===== config.mk =====
export PLATFORM = sky130hd
export DESIGN_NAME = i2s_rx
export DESIGN_NICKNAME = d
export VERILOG_FILES = /design/src/rtl/i2s_pkg.sv /design/src/rtl/i2s_rx_sync.sv /design/src/rtl/i2s_rx.sv
export SDC_FILE = /design/constraint.sdc
export NUM_CORES = 1
export LEC_CHECK = 0
export BUFFER_PORTS_ARGS = -buffer_cell sky130_fd_sc_hd__buf_2
export CORE_MARGIN = 2
export CORE_UTILIZATION = 55
export CTS_BUF_LIST = sky130_fd_sc_hd__clkbuf_8 sky130_fd_sc_hd__clkbuf_16
export CTS_CLUSTER_DIAMETER = 60
export DETAILED_ROUTE_END_ITERATION = 10
export GPL_ROUTABILITY_DRIVEN = 0
export HOLD_SLACK_MARGIN = 0.15
export PLACE_DENSITY = 0.87
export SYNTH_ARGS = -nofsm -noshare
export SYNTH_HDL_FRONTEND = slang
export SYNTH_SLANG_ARGS = --single-unit

===== constraint.sdc =====
create_clock -name clk -period 4.2 [get_ports clk]
set_input_delay 0.42 -clock clk [delete_from_list [all_inputs] [get_ports clk]]
set_output_delay 0.42 -clock clk [all_outputs]
set_load 0.005 [all_outputs]

===== src/rtl/i2s_pkg.sv =====
// Shared types and constants for the I2S receive path.
package i2s_pkg;

  typedef enum logic [1:0] {
    ST_IDLE  = 2'd0,
    ST_LEFT  = 2'd1,
    ST_RIGHT = 2'd2
  } i2s_state_e;

  localparam logic I2S_LEFT    = 1'b0;
  localparam logic I2S_RIGHT   = 1'b1;
  localparam int   I2S_MIN_OVS = 8;

endpackage


===== src/rtl/i2s_rx_sync.sv =====
// Multi-bit input synchronizer with rising/falling edge detection on bit 0.
module i2s_rx_sync #(
  parameter int STAGES = 2,
  parameter int W      = 1
) (
  input  logic         clk,
  input  logic         rst,
  input  logic [W-1:0] i_d,
  output logic [W-1:0] o_q,
  output logic         o_rise,
  output logic         o_fall
);

  logic [W-1:0] r_sync [STAGES];
  logic         r_prev;

  always_ff @(posedge clk) begin
    if (rst) begin
      for (int i = 0; i < STAGES; i++) r_sync[i] <= '0;
      r_prev <= 1'b0;
    end else begin
      r_sync[0] <= i_d;
      for (int i = 1; i < STAGES; i++) r_sync[i] <= r_sync[i-1];
      r_prev <= r_sync[STAGES-1][0];
    end
  end

  assign o_q    = r_sync[STAGES-1];
  assign o_rise = o_q[0] & ~r_prev;
  assign o_fall = ~o_q[0] & r_prev;

endmodule


===== src/rtl/i2s_rx.sv =====
// Oversampling Philips-format I2S receiver delivering L/R pairs over valid/ready.
// Define I2S_RX_FRAME_CHECK_EN to build slot-length checking (frame_err).
//   state    | meaning
//   ST_IDLE  | waiting for a right->left word-select transition
//   ST_LEFT  | collecting left slot bits
//   ST_RIGHT | collecting right slot bits, pair emitted at slot end
module i2s_rx import i2s_pkg::*; #(
  parameter int SAMPLE_W    = 24,
  parameter int CNT_W       = 6,
  parameter int SYNC_STAGES = 2
) (
  input  logic                clk,
  input  logic                rst,
  input  logic                en,
  input  logic                i2s_sclk_i,
  input  logic                i2s_lrclk_i,
  input  logic                i2s_sdata_i,
  output logic [SAMPLE_W-1:0] sample_l,
  output logic [SAMPLE_W-1:0] sample_r,
  output logic                sample_valid,
  input  logic                sample_ready,
  output logic                overrun,
  output logic                frame_err
);

  logic [2:0]          w_sync;
  logic                w_rise;
  logic                w_sclk_fall;
  logic                w_lr;
  logic                w_sd;
  logic                w_unused;

  i2s_state_e          r_state;
  i2s_state_e          w_state_nxt;
  logic                w_left_done;
  logic                w_right_done;
  logic                w_slot_end;

  logic                r_lr_d;
  logic [CNT_W-1:0]    r_bitcnt;
  logic [SAMPLE_W-1:0] r_shift;
  logic [SAMPLE_W-1:0] r_left;
  logic [SAMPLE_W-1:0] w_bit_vec;
  logic [SAMPLE_W-1:0] w_slot_data;
  logic [SAMPLE_W-1:0] r_sample_l;
  logic [SAMPLE_W-1:0] r_sample_r;
  logic                r_valid;
  logic                r_overrun;

  i2s_rx_sync #(.STAGES(SYNC_STAGES), .W(3)) u_sync (
    .clk    (clk),
    .rst    (rst),
    .i_d    ({i2s_sdata_i, i2s_lrclk_i, i2s_sclk_i}),
    .o_q    (w_sync),
    .o_rise (w_rise),
    .o_fall (w_sclk_fall)
  );

  assign w_lr     = w_sync[1];
  assign w_sd     = w_sync[2];
  assign w_unused = &{1'b0, w_sclk_fall, w_sync[0]};

  // Bits at or beyond SAMPLE_W shift out to zero, giving truncation for free.
  assign w_bit_vec   = {w_sd, {(SAMPLE_W-1){1'b0}}} >> r_bitcnt;
  assign w_slot_data = r_shift | w_bit_vec;
  assign w_slot_end  = w_left_done | w_right_done;

  always_ff @(posedge clk) begin
    if (rst) r_state <= ST_IDLE;
    else     r_state <= w_state_nxt;
  end

  always_comb begin
    w_state_nxt  = r_state;
    w_left_done  = 1'b0;
    w_right_done = 1'b0;
    if (!en) begin
      w_state_nxt = ST_IDLE;
    end else if (w_rise) begin
      unique case (r_state)
        ST_IDLE:
          if (r_lr_d == I2S_RIGHT && w_lr == I2S_LEFT) w_state_nxt = ST_LEFT;
        ST_LEFT:
          if (w_lr != r_lr_d) begin
            w_left_done = 1'b1;
            w_state_nxt = ST_RIGHT;
          end
        ST_RIGHT:
          if (w_lr != r_lr_d) begin
            w_right_done = 1'b1;
            w_state_nxt  = ST_LEFT;
          end
        default: w_state_nxt = ST_IDLE;
      endcase
    end
  end

  always_ff @(posedge clk) begin
    if (rst) begin
      r_lr_d     <= 1'b0;
      r_bitcnt   <= '0;
      r_shift    <= '0;
      r_left     <= '0;
      r_sample_l <= '0;
      r_sample_r <= '0;
      r_valid    <= 1'b0;
      r_overrun  <= 1'b0;
    end else begin
      r_overrun <= 1'b0;
      if (w_rise) r_lr_d <= w_lr;
      if (r_valid && sample_ready) r_valid <= 1'b0;
      if (!en || r_state == ST_IDLE) begin
        r_bitcnt <= '0;
        r_shift  <= '0;
      end else if (w_rise) begin
        if (w_slot_end) begin
          r_bitcnt <= '0;
          r_shift  <= '0;
        end else begin
          r_shift <= w_slot_data;
          if (r_bitcnt != '1) r_bitcnt <= r_bitcnt + 1'b1;
        end
        if (w_left_done) r_left <= w_slot_data;
        // A load in the accept cycle overrides the valid clear above.
        if (w_right_done) begin
          if (!r_valid || sample_ready) begin
            r_sample_l <= r_left;
            r_sample_r <= w_slot_data;
            r_valid    <= 1'b1;
          end else begin
            r_overrun  <= 1'b1;
          end
        end
      end
    end
  end

`ifdef I2S_RX_FRAME_CHECK_EN
  logic [CNT_W-1:0] r_left_len;
  logic [CNT_W-1:0] w_len;
  logic             w_short;
  logic             r_frame_err;

  assign w_len   = (r_bitcnt == '1) ? r_bitcnt : r_bitcnt + 1'b1;
  assign w_short = (int'(w_len) < SAMPLE_W);

  always_ff @(posedge clk) begin
    if (rst) begin
      r_left_len  <= '0;
      r_frame_err <= 1'b0;
    end else begin
      r_frame_err <= 1'b0;
      if (w_left_done) begin
        r_left_len  <= w_len;
        r_frame_err <= w_short;
      end
      if (w_right_done) r_frame_err <= w_short || (w_len != r_left_len);
    end
  end

  assign frame_err = r_frame_err;
`else
  assign frame_err = 1'b0;
`endif

  assign sample_l     = r_sample_l;
  assign sample_r     = r_sample_r;
  assign sample_valid = r_valid;
  assign overrun      = r_overrun;

endmodule

==> qor.txt <==
Fin. Hold Viols = 0
DRT met1 WL = 4.229 mm
worst skew pair latency = 0.52 ns
P&R area growth vs syn = 18.84%
WL met3 = 562 um
Setup CP Type = flop to flop
status = completed
die width = 94.61 um
core area = 8093 um^2
Switch Pwr = 527.6 uW
Non-Filler Instances = 671
HPWL Detailed = 6.130 mm
Worst setup startpoint = u_sync.r_sync[0][4]$_SDFF_PP0_
Leakage Power = 0.001926 uW
largest family of logic cells by synthesized area = simple AND/OR/NAND/NOR gates
final setup fails = 0
global-route wire length before repair = 16.21 mm
gr ovfl total = 0
Core Rows = 33
Fmax achieved = 391.4 MHz
DR WL met2 = 4.960 mm
RSZ-0062 raised after global routing = no
share of cells above drive strength 1 = 0.2085
clock tree buffer depth = 2
leading post-synthesis cells by cell area = dfxtp_1 (51%), nor2_1 (6.7%), nand2_1 (6.5%), a211oi_2 (6.1%), a21oi_1 (5.7%)
xor/xnor share of the synthesized area = 0.001940
Synth Cell Area = 4516 um^2
DRC = 0
cell taking the most area after synthesis = dfxtp_1
slew margin rel. = 0.3016
Vias = 3829
Final period util = 0.6083
ys async rst share = 0
part of the power in combinational logic = 0.014
register area = 2282 um^2
CP arrival = 2.98 ns
HP Start = sample_ready
ys flop type = dfxtp_1
Final nets = 562
post-synthesis compound-gate area fraction = 0.2098
Worst-path clk slew = 0.06 ns
Pre-Repair DR Iteration Count = 5
fin. max-slew vios = 0
clk root buf = clkbuf_8
Max Used Layer = met4
fin crit period = 2.555 ns
final antenna diode count = 0
DRT Wirelength = 10.02 mm
simple-gate area share of the yosys netlist = 0.2145
Mean Syn Cell Area = 8.802 um^2
sw frac = 0.2030
Post-synth EDFFs = 0
YS warnings = 0
maximum VDD drop = 0.3427 mV
drt via density = 5.706
clock share of power = 0.568
Adder-Cell Fraction of Synth Area = 0.005542
max cap viols = 0
Post-DP Area = 4720 um^2
Critical R2R Launch = u_sync.r_sync[0][4]$_SDFF_PP0_
gr usage total = 0.2352
Clock Sinks = 114
iteration-0 DRC count of the detailed router = 301
CP Data Required Time = 4.63 ns
leading cell types by count after synthesis = dfxtp_1 (114), nor2_1 (80), nand2_1 (78), a21oi_1 (51), a211oi_1 (23)
Port Buffers = 56
Final Skew = 0.008191 ns
TritonCTS buffer count = 17
Pwr Density = 484.3 nW/um^2
Yosys reg bits = 114
Post-Synthesis Net Count = 522
Pint = 2071 uW
CP Capture Type = flop
CTS tree = yes
most frequent cell after synthesis = dfxtp_1
ANT nets after route = 0
startpoint types = flop
sequential share of the synthesized area = 0.5054
Reg power frac = 0.418
H-tree depth = 4
IO Pins = 58
synth unique cells = 42
Initial Util = 0.5580
Post-Layout Inst Area = 5366 um^2
crit-path max FO = 49
mux share of post-synthesis cell area = 0.008867
initial antenna violation count = 0
Mapped Cells = 513
vias in the first global route = 3480
post_cts resized = 0
FILL cells = 629
Fin Setup TNS = 0 ns
area share of the largest cell type after synthesis = 0.5054
area occupied by multi-input gates = 1996 um^2
Slew @ Worst Pin = 1.045 ns
Die Y = 94.61 um
WL/cell = 14.93 um
Placed Instances = 636
die area = 8951 um^2
largest net degree at the start of global routing = 82
class of the worst hold path = input port to flop
state kept, by name, indices dropped and copies added, names as in the netlist:
name,count
u_sync.r_prev,1
overrun,1
u_sync.r_sync,6
r_left,24
sample_l,24
r_lr_d,1
r_state,2
r_bitcnt,6
r_shift,24
sample_valid,1
sample_r,24
per-layer routing:
metal | global-route usage | up-vias
met3 | 0.08460 | 29
met2 | 0.3800 | 149
met5 | 0 | -
met1 | 0.2776 | 1788
li1 | - | 1863
met4 | 0.1135 | 0
cells in the final DEF, fill, tap and decap left out, drive strengths merged, types with 7 or more instances in the layout:
cell type  count
nand2         78
a21oi         51
a211oi        45
nor2          80
nor2b         11
clkbuf        18
nor3          10
nand2b         9
o21ai         19
dfxtp        114
inv            7
a31oi         10
buf           58
worst paths after layout:
check / end / slack [ns] / cells after the start
worst max-delay path: sample_r[3]$_SDFFE_PP0P_ / 1.65 / 7
worst min-delay path: overrun$_SDFF_PP0_ / 0.27 / 3
worst max register to register: sample_r[3]$_SDFFE_PP0P_ / 1.65 / 7
worst min register to register: u_sync.r_sync[0][3]$_SDFF_PP0_ / 0.45 / 1
worst max-delay path, cell delays in order, from the launching register on:
cell      delay [ns]
dfxtp_1         0.33
inv_1           0.06
ha_1            0.30
and4bb_1        0.33
and3_2          0.77
buf_4           0.36
nor2_1          0.06
a211oi_1        0.22
power groups by stage:
stage          registers (uW)  clock network [uW]  logic (uW)
5_1_grt                  1090                1550        39.9
3_3_place_gp             1110                   0        32.6
4_1_cts                  1090                1490        35.9
6_report                 1090                1480        36.4
3_5_place_dp             1110                   0        33.4
2_1_floorplan            1110                   0        27.8
area by class of cell:
class | count | area share
sequential | 114 | 0.4253
multi-input combinational | 355 | 0.3719
clock buffer | 18 | 0.07974
timing repair buffer | 61 | 0.06062
clock inverter | 14 | 0.03521
tap | 105 | 0.02448
inverter | 4 | 0.002798
metrics by stage:
stage / hold WS, ns / total power (uW) / util / worst slack (ns)
after floorplan: 0.4138 / 1137 / - / 2.473
after global placement: 0.4242 / 1142 / 0.5832 / 1.812
after detailed placement: 0.4287 / 1143 / 0.5832 / 1.639
after CTS: 0.2491 / 2616 / 0.6631 / 1.632
after global routing: 0.2981 / 2677 / 0.6631 / 1.466
final: 0.2651 / 2599 / 0.6631 / 1.645
kinds of logic (layout without fill, tap and decap cells):
group / after synthesis / count (layout)
flops: 114 / 114
mux: 4 / 4
fa+ha+maj: 2 / 2
buf+inv: 44 / 97
compound gates: 135 / 135
xor+xnor: 1 / 1
other cells: 1 / 1
simple gates: 212 / 212
timing repair:
action / CTS / global route
buffers inserted: 0 / 0
endpoints found under the hold margin: 3 / 0
hold buffers: 3 / 0
No activity file was read; power rests on OpenSTA's default activity.
